### src/rtl/dmem_arb_pkg.sv
// -----------------------------------------------------------------------------
// dmem_arb_pkg
// Shared definitions for the two-port data-RAM arbiter:
//   - arb_state_t : FSM state encoding (IDLE=0, ACCESS=1, RESP=2)
//   - CORE / HOST : port identifiers used for gnt_id and last_gnt
// Optional feature macro used by the files importing this package:
//   DMEM_ARB_RR_EN : round-robin on contention (default: core priority)
// -----------------------------------------------------------------------------
package dmem_arb_pkg;

    typedef enum logic [1:0] {
        IDLE   = 2'd0,
        ACCESS = 2'd1,
        RESP   = 2'd2
    } arb_state_t;

    localparam logic CORE = 1'b0;
    localparam logic HOST = 1'b1;

endpackage : dmem_arb_pkg

### src/rtl/arb_pick2.sv
// -----------------------------------------------------------------------------
// arb_pick2
// Combinational two-requester grant decision.
// Ports:
//   req0, req1 : request from CORE (0) and HOST (1)
//   last_gnt   : port that won the previous grant (used only for round-robin)
//   win_id     : winning port id, meaningful when win_valid is high
//   win_valid  : at least one request is present
// Feature macro: DMEM_ARB_RR_EN selects round-robin on contention; without it
// the core always wins and last_gnt is ignored.
// -----------------------------------------------------------------------------
module arb_pick2
    import dmem_arb_pkg::*;
(
    input  logic req0,
    input  logic req1,
    input  logic last_gnt,
    output logic win_id,
    output logic win_valid
);

`ifndef DMEM_ARB_RR_EN
    // Fixed priority never looks at history.
    logic unused_last_gnt;
    assign unused_last_gnt = last_gnt;
`endif

    always_comb begin
        win_valid = req0 | req1;
        win_id    = CORE;
        if (req0 && req1) begin
`ifdef DMEM_ARB_RR_EN
            // Contention goes to whichever port did not win last time.
            win_id = ~last_gnt;
`else
            win_id = CORE;
`endif
        end else if (req1) begin
            win_id = HOST;
        end
    end

endmodule : arb_pick2

### src/rtl/dmem_arbiter.sv
// -----------------------------------------------------------------------------
// dmem_arbiter
// Shares one single-port data RAM between a core port (0) and a host/loader
// port (1). Each access takes exactly three cycles: IDLE (request sampled),
// ACCESS (RAM driven), RESP (ack + read data from the RAM).
//
// Handshake: a requester raises req with we/addr/wdata and holds all of them
// stable until it sees its ack pulse (one cycle, in RESP). The fields are
// latched at the IDLE edge, so later changes do not disturb the access in
// flight. req still high in the cycle after ack is taken as a new request.
// The losing port's request simply stays pending for the next IDLE.
//
// Parameters: ADDR_W (address width), DATA_W (word width)
// Ports:
//   clk, reset              : clock, synchronous active-high reset
//   c_req/c_we/c_addr/c_wdata, c_ack/c_rdata : core port
//   h_req/h_we/h_addr/h_wdata, h_ack/h_rdata : host port
//   ram_addr/ram_we/ram_din : RAM drive; ram_dout : RAM data, one cycle latency
//   busy                    : FSM not in IDLE
//   gnt_id                  : port currently owning the RAM
//   dbg_state               : current FSM state, for observation
// Feature macro: DMEM_ARB_RR_EN enables round-robin contention via last_gnt;
// when undefined the core always wins and no last_gnt register exists.
// -----------------------------------------------------------------------------
module dmem_arbiter
    import dmem_arb_pkg::*;
#(
    parameter int ADDR_W = 10,
    parameter int DATA_W = 8
) (
    input  logic              clk,
    input  logic              reset,
    // core port
    input  logic              c_req,
    input  logic              c_we,
    input  logic [ADDR_W-1:0] c_addr,
    input  logic [DATA_W-1:0] c_wdata,
    output logic              c_ack,
    output logic [DATA_W-1:0] c_rdata,
    // host port
    input  logic              h_req,
    input  logic              h_we,
    input  logic [ADDR_W-1:0] h_addr,
    input  logic [DATA_W-1:0] h_wdata,
    output logic              h_ack,
    output logic [DATA_W-1:0] h_rdata,
    // RAM side
    output logic [ADDR_W-1:0] ram_addr,
    output logic              ram_we,
    output logic [DATA_W-1:0] ram_din,
    input  logic [DATA_W-1:0] ram_dout,
    // status
    output logic              busy,
    output logic              gnt_id,
    output arb_state_t        dbg_state
);

    arb_state_t        state;
    arb_state_t        state_nx;
    logic [ADDR_W-1:0] addr_q;
    logic [DATA_W-1:0] wdata_q;
    logic              we_q;
    logic              gnt_q;
    logic              last_gnt;
    logic              win_id;
    logic              win_valid;
    logic              grant;

    // A grant happens only from IDLE.
    assign grant = (state == IDLE) && win_valid;

    arb_pick2 u_pick (
        .req0      (c_req),
        .req1      (h_req),
        .last_gnt  (last_gnt),
        .win_id    (win_id),
        .win_valid (win_valid)
    );

`ifdef DMEM_ARB_RR_EN
    logic last_gnt_q;

    // Reset to HOST so the core wins the first contended grant.
    always_ff @(posedge clk) begin
        if (reset) begin
            last_gnt_q <= HOST;
        end else if (grant) begin
            last_gnt_q <= win_id;
        end
    end

    assign last_gnt = last_gnt_q;
`else
    assign last_gnt = HOST;
`endif

    // State register
    always_ff @(posedge clk) begin
        if (reset) begin
            state <= IDLE;
        end else begin
            state <= state_nx;
        end
    end

    // Request capture: the winner's fields are frozen for the whole access.
    always_ff @(posedge clk) begin
        if (reset) begin
            addr_q  <= '0;
            wdata_q <= '0;
            we_q    <= 1'b0;
            gnt_q   <= CORE;
        end else if (grant) begin
            gnt_q <= win_id;
            if (win_id == HOST) begin
                addr_q  <= h_addr;
                wdata_q <= h_wdata;
                we_q    <= h_we;
            end else begin
                addr_q  <= c_addr;
                wdata_q <= c_wdata;
                we_q    <= c_we;
            end
        end
    end

    // Next-state logic
    always_comb begin
        state_nx = state;
        case (state)
            IDLE:    if (win_valid) state_nx = ACCESS;
            ACCESS:  state_nx = RESP;
            RESP:    state_nx = IDLE;
            default: state_nx = IDLE;
        endcase
    end

    // Outputs. Write-enable and acks are masked by reset so that an access
    // aborted by reset neither commits its write nor signals completion.
    always_comb begin
        ram_addr = addr_q;
        ram_din  = wdata_q;
        ram_we   = (state == ACCESS) && we_q && !reset;
        c_ack    = (state == RESP) && (gnt_q == CORE) && !reset;
        h_ack    = (state == RESP) && (gnt_q == HOST) && !reset;
        c_rdata  = '0;
        h_rdata  = '0;
        if (state == RESP) begin
            if (gnt_q == CORE) begin
                c_rdata = ram_dout;
            end else begin
                h_rdata = ram_dout;
            end
        end
        busy      = (state != IDLE);
        gnt_id    = gnt_q;
        dbg_state = state;
    end

endmodule : dmem_arbiter

### config.mk
export PLATFORM = sky130hd
export DESIGN_NAME = dmem_arbiter
export DESIGN_NICKNAME = d
export VERILOG_FILES = /design/src/rtl/dmem_arb_pkg.sv /design/src/rtl/arb_pick2.sv /design/src/rtl/dmem_arbiter.sv
export SDC_FILE = /design/constraint.sdc
export NUM_CORES = 1
export LEC_CHECK = 0
export ABC_AREA = 1
export CORE_AREA = 2 2 64 66
export CTS_CLUSTER_DIAMETER = 40
export DETAILED_ROUTE_END_ITERATION = 6
export DIE_AREA = 0 0 66 68
export PLACE_DENSITY = 0.92
export SYNTH_ARGS = -nofsm -noshare
export SYNTH_HDL_FRONTEND = slang
export SYNTH_SLANG_ARGS = --single-unit
### constraint.sdc
create_clock -name clk -period 1.8 [get_ports clk]
set_clock_uncertainty 0.15 [all_clocks]
set_input_delay 0.27 -clock clk [delete_from_list [all_inputs] [get_ports clk]]
set_output_delay 0.27 -clock clk [all_outputs]
set_load 0.02 [all_outputs]
=== Word level (Yosys, flattened, before mapping) ===
Cells that the tools add are included.
W data, S select, Z words.

* Multiplexer cells: 11
* Equal/unequal tests: 3
* Bitwise gates (word level): 2
* Div/mod/pow operators: 0
* Shift operators: 0
* Order comparisons: 0
* Add/sub/neg operators: 0
* Multipliers: 0
* Reduce and logical (&&, ||, !) cells: 11

{| class="wikitable"
|+ Operators by type and width
! cell !! count
|-
| $mux W8 || 5
|-
| $mux W10 || 1
|-
| $logic_and A1 B1 Y1 || 8
|-
| $pmux W2 S2 || 1
|-
| $mux W1 || 3
|-
| $eq A2 B1 Y1 const B || 1
|-
| $eq A2 B2 Y1 const B || 1
|-
| $logic_not A2 Y1 || 1
|-
| $mux W2 || 1
|-
| $ne A2 B2 Y1 const B || 1
|-
| $reduce_bool A2 Y1 || 1
|-
| $logic_not A1 Y1 || 1
|-
| $not A1 Y1 || 1
|-
| $or A1 B1 Y1 || 1
|}

* Latch bits: 0
* Memories: 0
* Output and inout port bits: 41
* Logic and storage cells: 32
* Input bits: 50
* RAM bits: 0
* Flip-flop bits (word level): 22
* ROM bits: 0

=== Depth between registers and ports, before layout ===
* Word-level depth: 3
* Mapped depth: 7
* Mapped depth without buffers: 6

=== By module ===
From an unflattened synthesis, not the netlist that was laid out.

* Cell total of the unflattened synthesis: 233
* Area, all modules: 1,272.5 sq um

{| class="wikitable"
|+ Modules (own cells, without submodules)
! module !! area each (sq um) !! instances !! cells each !! seq. area each (sq um)
|-
| dmem_arbiter || 1,257.5 || 1 || 229 || 440.4
|-
| arb_pick2 || 15.0 || 1 || 4 || 0.0
|}

=== Worst setup path before layout ===
OpenSTA, ideal clock, no wires.

* Kind: reg2out
* Start: reg state[0], in the netlist dbg_state[0]
* End: out ram_we
* Required time: 1.380 ns
* Stages on the path, launching flop included: 3
* Slack: 0.101 ns
* Path buffers: 0
* Arrival time: 1.279 ns
* Cells stage by stage: dfxtp_1 inv_1 nor4_1

* Longest elaborated chain between the ends: 3

{| class="wikitable"
|+ RTL lines
! element !! line !! source
|-
| start: declaration || dmem_arbiter.sv:58 || <nowiki>arb_state_t state;</nowiki>
|-
| start signal: assignment || dmem_arbiter.sv:102 || <nowiki>state <= state_nx;</nowiki>
|-
| $eq A2 B1 Y1 || dmem_arbiter.sv:143 || <nowiki>ram_we = (state == ACCESS) && we_q && !reset;</nowiki>
|-
| $logic_and A1 B1 Y1 (2 in a row) || dmem_arbiter.sv:143 ||
|-
| end: declaration || dmem_arbiter.sv:49 || <nowiki>output logic ram_we,</nowiki>
|}

No other way between the ends.

=== Final worst setup path ===
* Start: reg gnt_q, in the netlist gnt_id
* End: out gnt_id

{| class="wikitable"
|+ RTL lines
! element !! line !! source
|-
| start: declaration || dmem_arbiter.sv:63 || <nowiki>logic gnt_q;</nowiki>
|-
| start signal: assignment || dmem_arbiter.sv:114 || <nowiki>gnt_q <= win_id;</nowiki>
|-
| end: declaration || dmem_arbiter.sv:54 || <nowiki>output logic gnt_id,</nowiki>
|}

No word-level cell between the ends.

==> results.toml <==
[run_status]
outcome = "complete, no violations"

[setup_path]
critPathArrivalTime_ps = 1320
worstPathRequired_ps = 1380
cp_slowest_stage_delay_ps = 640
cp_top_family = "buffers and inverters"
crit_path_cell_trace = "clkdlybuf4s50_1"
worstSetupPathType = "flop to primary output"
cp_slowest_cell = "clkdlybuf4s50_1"
cp-end-kind = "primary output"
crit_fanout = 4
reg2reg_from = "dbg_state[0]$_SDFFE_PP0P_"
worstSetupStartpointType = "flop"
crit_buf_inv = 1
crit_path_start = "gnt_id$_SDFFE_PP0P_"

[power]
p_int_uw = 1126
swShare = 0.3075
p_comb_frac = 0.362
power_frac_seq = 0.350
leakagePower_uw = 0.001243
design_power_total_uw = 1627
p_switching_uw = 500.2
ir_worst_vdd_uv = 328.0
p_clk_frac = 0.288
p_per_area_nw_per_um2 = 665.3

[timing]
clock.fmax_ghz = 0.5750
worst-slew-pin-transition_ps = 325.0
fin_crit_sh = 0.9662
holdWs_ps = 369.4
final.setup.tns_ps = 0
setup_viol = 0
layout_min_cycle_time_ps = 1739
relSlewSlack = 0.7830
final_max_slew_viol_count = 0
hold_violations = 0

[clock_network]
cts_buffer_depth = 2
cts-hold-fix-buffers = 0
cts_sinks = 22
clk_latency_ps = 260
h-tree-depth = 1
cts_tree = "yes"
cts_buffers = 3
cts.clk_slew.worst_paths_ps = 90
cts-root-buf = "clkbuf_8"

[floorplan]
dieArea_um2 = 4488
row_count = 23
die_h_um = 68
initial_core_util = 0.3715
io_pins = 91
coreArea_um2 = 3856
die_w_um = 66

[worst_hold_path]
min_from = "ram_din[7]$_SDFFE_PP0P_"
hp-class = "flop to flop"

[synth]
synth.avg_cell_area_um2 = 5.685
syn_nets = 302
syn_area_um2 = 1433
synth.distinct_cells = 14
ys_seq_area_frac = 0.3074
yosys_warnings = 0
synthCells = 252
ys_seq_elements = 22

[run]
drv_cap = 0

[final_layout]
final_nets = 395
final_cell_mix = "nor2_1, clkdlybuf4s50_1, inv_1"
drive_gt1_frac = 0.1250
n_antenna_cell = 0
final_common_cell = "nor2_1"
syn_to_final_growth_pct = 70.65
fin_area_um2 = 2445

[global_route]
first_global_vias = 1671
grt_usage = 0.2036
grt_pass1_wl_um = 7176
antenna_found_initial = 0
grt_max_degree = 22
grt_overflow = 0

[detailed_routing]
totalWireLength_um = 4306
wl_per_cell_um = 10.93
vias = 1751
dr.pass1.iters = 4
drt-initial-drc-count = 111
drcViolationCount = 0
postRouteAntennaNets = 0
routed_via_density = 4.444

[placement]
place_congestion = 0.6996
hpwl_um = 3113
dpl_cell_area_um2 = 2364
numPortBuffers = 90
path summary, 6_finish.rpt:
| check | to | slack, ps | cells after the start |
|---|---|---|---|
| min | ram_din[7]$_SDFFE_PP0P_ | 370 | 4 |
| min reg2reg | ram_din[7]$_SDFFE_PP0P_ | 370 | 4 |
| max reg2reg | we_q$_SDFFE_PP0P_ | 230 | 7 |
| max | gnt_id | 60 | 1 |
power by group through the flow:
stage | Sequential (uW) | Combinational, uW | Clock [uW]
2_1_floorplan | 643 | 262 | 0
3_3_place_gp | 577 | 581 | 0
3_5_place_dp | 580 | 593 | 0
4_1_cts | 568 | 589 | 478
5_1_grt | 576 | 658 | 501
6_report | 570 | 588 | 469
per-layer routing:
metal	vias up	global-route usage	share of wire
li1	920	-	-
met5	-	0	0
met4	0	0.05612	0.013
met3	6	0.03454	0.059
met1	772	0.2287	0.42
met2	53	0.3952	0.51
sequential cells by signal, indices dropped and copies added, names as in the netlist:
register	flops
dbg_state	2
ram_din	8
gnt_id	1
ram_addr	10
we_q	1
cell families after synthesis:
| logic type | Yosys count | synth area share |
|---|---|---|
| AOI/OAI and AO/OA | 1 | 0.003490 |
| DFF | 22 | 0.3074 |
| buffers and inverters | 66 | 0.2140 |
| and+or+nand+nor | 163 | 0.4751 |
cell type report:
cell class                 instances  area (um^2)
clock inverter                     1        30.03
multi-input combinational        165        709.4
tap                               50        62.56
sequential                        22        440.4
fill                             370         1411
inverter                          53        198.9
timing repair buffer             100        962.2
clock buffer                       3        41.29
what timing repair did:
| item | 4_1_cts | 5_1_grt |
|---|---|---|
| gates cloned | 0 | 1 |
| pin swaps | 0 | 1 |
| buffers inserted | 0 | 0 |
| resized for setup | 57 | 14 |
| setup endpoints to repair | 21 | 27 |
synth_stat cells, drive strengths merged:
cell type	number	area, um^2
nor2	79	304.0
inv	53	198.9
nand2	44	175.2
nand3	38	190.2
dfxtp	22	440.4
buf	13	107.6
a21oi	1	5.000
nor3	1	5.000
nor4	1	6.260
metrics by stage:
stage                       util  setup slack (ps)  cells
after floorplan                -             101.2    252
after global placement    0.6129            -195.7    389
after detailed placement  0.6129            -229.7    389
after CTS                 0.6363             15.37    393
after global routing      0.6340            -3.243    394
final                     0.6340             60.83    394
Note: power is estimated with default switching activity, not from simulation.
==> edit 1 (config.mk and constraints unchanged) <==
Set the parameter `ADDR_W` to 11 (it was 10).
--- a/src/rtl/dmem_arbiter.sv
+++ b/src/rtl/dmem_arbiter.sv
@@ -25,7 +25,7 @@
 module dmem_arbiter
     import dmem_arb_pkg::*;
 #(
-    parameter int ADDR_W = 10,
+    parameter int ADDR_W = 11,
     parameter int DATA_W = 8
 ) (
     input  logic              clk,
Interface: changed (resized c_addr, h_addr and ram_addr); port bits go from 91 to 94. The function was not compared with the original's and may differ.
==> edit 1 against the original RTL <==
Non-clock buffer count rose by 6. Worst setup slack got worse by 0.020 ns. Die area did not move. Area after synthesis rose by 2.1%. Largest cell class unchanged. Critical path type unchanged. Total power fell by 5.8%. Register-to-register slack improved by 0.02 ns. Routed wire length rose by 2.1%. Critical endpoint unchanged. Final area rose by 0.61%. Critical path depth did not move. Sequential cell count rose by 1. Hold slack got worse by 0.0041 ns.
==> edit 1: results (changes against the original RTL) <==
pwr:
  power.density_mw_per_mm2: 623  # -6.4%
  pwr-share-seq_pct: 38.9  # +3.9 points
  power.leakage_nw: 1.30  # +4.3%
  irDropWorstVdd_mv: 0.320  # -2.4%
  switching_power_w: 0.000505  # +0.98%
  power.combinational.fraction_pct: 40.2  # +4.0 points
critical_path:
  r2r_end: "ram_din[3]$_SDFFE_PP0P_"
  worst-r2r-setup-slack_ns: 0.25  # +0.02 ns
  arrival_time_at_the_worst_endpoint_ns: 1.34  # +0.02 ns
  max_stage_delay_ns: 0.66  # +0.02 ns
global_routing:
  globalRouteTotalUtil_pct: 18.5  # -1.8 points
  grt_start_max_net_pins: 23  # +4.5%
  grt_pass1_wl_um: 6440  # -10%
  vias_in_the_first_global_route: 1435  # -14%
finish:
  layout.clock_buffers: 4  # +1
  finish.cell_count_without_fillers: 409  # +3.8%
  num-fill-cells: 374  # +1.1%
  multiInputCombCellCount: 171  # +3.6%
  area_share_clock_buf_inv_pct: 1.83  # -1.1 points
  n_all_inverters: 55  # +3.8%
  largest_register_ff_count: 11  # +1
  multi_input_area_sq_um: 737  # +3.9%
  ff_latch_area_sq_um: 462  # +4.8%
  drive_above_1_share_pct: 12.3  # -0.24 points
  layout.non_clock_buffers: 106  # +6.0%
  nFlopsAndLatches: 23  # +4.5%
  seq-cell-share_pct: 18.8  # +0.75 points
  non_clock_buffer_area_share_pct: 38.5  # -0.85 points
route:
  wl_um: 4400  # +2.1%
  dr.first_iter.drc_count: 63  # -43%
  dr_vias_cell: 4.39  # -1.3%
place:
  io_buffers: 93  # +3.3%
  gp_routability_congestion: 0.785  # +12%
  postPlaceCellArea_sq_mm: 0.00247  # +4.6%
timing:
  finalCritPeriodShare_pct: 97.7  # +1.1 points
  worstMarginPinSlew_ns: 0.632  # +0.307 ns
  fin_worst_hold_slack_ns: 0.365  # -0.00414 ns
yosys:
  synthCells: 263  # +4.4%
  syn_nets: 315  # +4.3%
  most_numerous_cell_types_in_the_synthesized_netlist: "80 x sky130_fd_sc_hd__nor2_1, 53 x sky130_fd_sc_hd__inv_1, 43 x sky130_fd_sc_hd__nand2_1"
clock_network:
  post_cts_resized: 46  # -19%
worst_hold_path:
  hold_start: "ram_addr[6]$_SDFFE_PP0P_"
  min_delay_worst_endpoint: "ram_addr[6]$_SDFFE_PP0P_"
run_status:
  run_status: "finished, final reports clean"
## edit 1: changes by cell type in the layout (fill, tap and decap cells not counted), moves of 2 or more
cell and change:
sky130_fd_sc_hd__clkbuf_2 +13, sky130_fd_sc_hd__buf_4 +3, sky130_fd_sc_hd__nand2_1 +3, sky130_fd_sc_hd__nor2_1 +2, sky130_fd_sc_hd__clkdlybuf4s50_1 +4, sky130_fd_sc_hd__clkdlybuf4s15_2 -11
sky130_fd_sc_hd__nand3_1 +2, sky130_fd_sc_hd__inv_1 +3, sky130_fd_sc_hd__buf_2 -2, sky130_fd_sc_hd__nand2_2 -3
## edit 1: layer usage
metal / part of all wire (%) / GRT usage, % / wire length [um] / up-vias
li1: - / - / - / 956
met1: 38 / 20.6 / 1660 / 773
met2: 53 / 35.4 / 2340 / 59
met3: 7.0 / 3.29 / 310 / 6
met4: 2.0 / 6.89 / 87 / 0
met5: 0 / 0 / 0 / -
==> edit 2 (config.mk and constraints unchanged) <==
Made on the original files. Put a register stage on the output `dbg_state`. The value now appears one clock later. The other outputs are not delayed to match.
--- a/src/rtl/dmem_arbiter.sv
+++ b/src/rtl/dmem_arbiter.sv
@@ -54,6 +54,8 @@
     output logic              gnt_id,
     output arb_state_t        dbg_state
 );
+
+    arb_state_t dbg_state_d;
 
     arb_state_t        state;
     arb_state_t        state_nx;
@@ -154,7 +156,11 @@
         end
         busy      = (state != IDLE);
         gnt_id    = gnt_q;
-        dbg_state = state;
+        dbg_state_d = state;
+    end
+
+    always_ff @(posedge clk) begin
+        dbg_state <= dbg_state_d;
     end
 
 endmodule : dmem_arbiter
Behaviour: not the same (a bounded check fails within 4 cycles, from zero or initial values and one cycle with reset high).
==> edit 2 against the original RTL <==
Total power decreased by 3.1%. First-iteration DRC count decreased by 19%. Critical path type unchanged. Worst setup slack lost 0.0046 ns. Area after synthesis increased by 2.5%. Largest power group is now registers. Sequential share of layout area is 1.5 points higher. Sequential cell count is 2 higher. Highest routed layer unchanged. Routed wire length is 2.1% higher. Combinational power grew 2%. Final area increased by 0.82%. Maximum frequency fell by 0.27%.
==> edit 2: results (changes against the original RTL) <==
global_routing:
  grt_start_max_net_pins: 22  # unchanged
  vias_in_the_first_global_route: 1534  # -8.2%
  number_of_antenna_violations_at_the_first_check_in_global_routing: 0  # unchanged
  grt_pass1_wl_um: 6650  # -7.3%
  globalRouteTotalUtil_pct: 19.2  # -1.2 points
yosys:
  syn_nets: 304  # +0.66%
  synth_adder_area_share_pct: 0  # unchanged
  dominantRegCellSynth: "sky130_fd_sc_hd__dfxtp_1"
  async_flop_share_pct: 0  # unchanged
  most_numerous_cell_types_in_the_synthesized_netlist: "78 x sky130_fd_sc_hd__nor2_1, 50 x sky130_fd_sc_hd__inv_1, 40 x sky130_fd_sc_hd__nand2_1"
  synth_sequential_area_ratio_pct: 32.7  # +2.0 points
  synthesis.yosys.warnings: 0  # unchanged
  netlist-cell-type-count: 14  # unchanged
  ys_top_cells_by_area: "sky130_fd_sc_hd__dfxtp_1 33%, sky130_fd_sc_hd__nor2_1 20%, sky130_fd_sc_hd__nand3_1 13%"
  synth_compound_gate_area_share_pct: 0.341  # -0.0086 points
  synth_xor_area_share_pct: 0  # unchanged
  number_of_enable_flip_flop_cells_after_synthesis: 0  # unchanged
  proportion_of_synthesized_area_in_mux_cells_pct: 0  # unchanged
  syn_area_per_cell_sq_um: 5.78  # +1.7%
pwr:
  irDropWorstVdd_mv: 0.300  # -8.6%
  power.leakage_nw: 1.25  # +0.31%
timing:
  slew_headroom_pct: 77.7  # -0.60 points
route:
  total_iterations_of_the_first_detailed_routing_run: 4  # unchanged
  dr.first_iter.drc_count: 90  # -19%
  wl_um: 4400  # +2.1%
  vias: 1775  # +1.4%
place:
  gp_routability_congestion: 0.814  # +16%
  place_hpwl_um: 3180  # +2.3%
  postPlaceCellArea_sq_mm: 0.00241  # +2.0%
  place.detailed.instances: 392  # +0.77%
  io_buffers: 90  # unchanged
worst_hold_path:
  hold_class: "reg2reg"
finish:
  num-fill-cells: 368  # -0.54%
  drive_above_1_share_pct: 13.0  # +0.47 points
  finish.cell_count_without_fillers: 397  # +0.76%
  largest_register_ff_count: 10  # unchanged
clock_network:
  path_clk_slew_ns: 0.08
  cts_post_setup_buffers_inserted: 0  # unchanged
  worstSkewPairLatency_ns: 0.26  # about the same
  cts_htree_levels: 1  # unchanged
  cts-root-to-sink-buffers: 2  # unchanged
  cts_buffers: 3  # unchanged
  cts_root_buffer: "sky130_fd_sc_hd__clkbuf_8"
critical_path:
  crit_fanout: 4  # unchanged
  arrival_time_at_the_worst_endpoint_ns: 1.32  # about the same
run_status:
  run_status: "finished, final reports clean"
-- edit 2: path summary, 6_finish.rpt --
kind	end	slack (ns)	start	cells past startpoint
worst max register to register	ram_addr[6]$_SDFFE_PP0P_	0.24	dbg_state_d[0]$_SDFFE_PP0P_	7
worst min register to register	ram_addr[1]$_SDFFE_PP0P_	0.37	ram_addr[1]$_SDFFE_PP0P_	4
worst max-delay path	ram_we	0.06	dbg_state_d[1]$_SDFFE_PP0P_	3
worst min-delay path	ram_addr[1]$_SDFFE_PP0P_	0.37	ram_addr[1]$_SDFFE_PP0P_	4
-- edit 2: repair_timing --
item,in CTS,in global routing
cloned,1,0
pin swaps,1,0
resized for setup,54,16
endpoints found under the hold margin,0,0
endpoints found under the setup margin,20,21
-- edit 2: layer usage --
layer | vias up | part of all wire (%) | GRT usage [%]
met3 | 4 | 5.6 | 2.14
met5 | - | 0 | 0
met1 | 782 | 40 | 21.2
met2 | 63 | 53 | 37.8
met4 | 0 | 1.3 | 6.89
li1 | 926 | - | -
-- edit 2: area by class of cell --
class	instances	area (sq um)	share of cell area, %
inverters	53	199	8.07
flip-flops and latches	24	480	19.5
clock buffers	4	55.1	2.23
multi-input cells	165	716	29.0
well taps	50	62.6	2.54
repair buffers	101	952	38.6
-- edit 2: power by group --
| part | internal, W | switching, W | leakage, nW | total (W) |
|---|---|---|---|---|
| clock network | 0.000195 | 0.000167 | 0.0288 | 0.000362 |
| logic | 0.000292 | 0.000305 | 1.02 | 0.000597 |
| registers | 0.000588 | 0.0000301 | 0.199 | 0.000618 |
| total | 0.00107 | 0.000502 | 1.25 | 0.00158 |
-- edit 2: logic make-up after synthesis --
family,count (synthesis)
AOI/OAI and AO/OA,1
and+or+nand+nor,163
DFF,24
buffers and inverters,66
-- edit 2: worst max-delay path: stages (launching register included) --
cell and delay (ns):
sky130_fd_sc_hd__dfxtp_1 0.33, sky130_fd_sc_hd__buf_4 0.16, sky130_fd_sc_hd__nor4_2 0.29, sky130_fd_sc_hd__clkdlybuf4s15_2 0.30
-- edit 2: stage by stage --
stage	TNS, ns	setup slack (ns)	hold WS [ns]	util [%]	power [W]
floorplan	0	0.249	0.189	-	0.000953
global placement	-1.83	-0.212	0.317	62.5	0.00121
detailed placement	-2.34	-0.306	0.314	62.5	0.00123
CTS	-0.0511	-0.0460	0.337	64.5	0.00159
global route	-0.0512	-0.0387	0.388	63.9	0.00167
finish	0	0.0562	0.368	63.9	0.00158
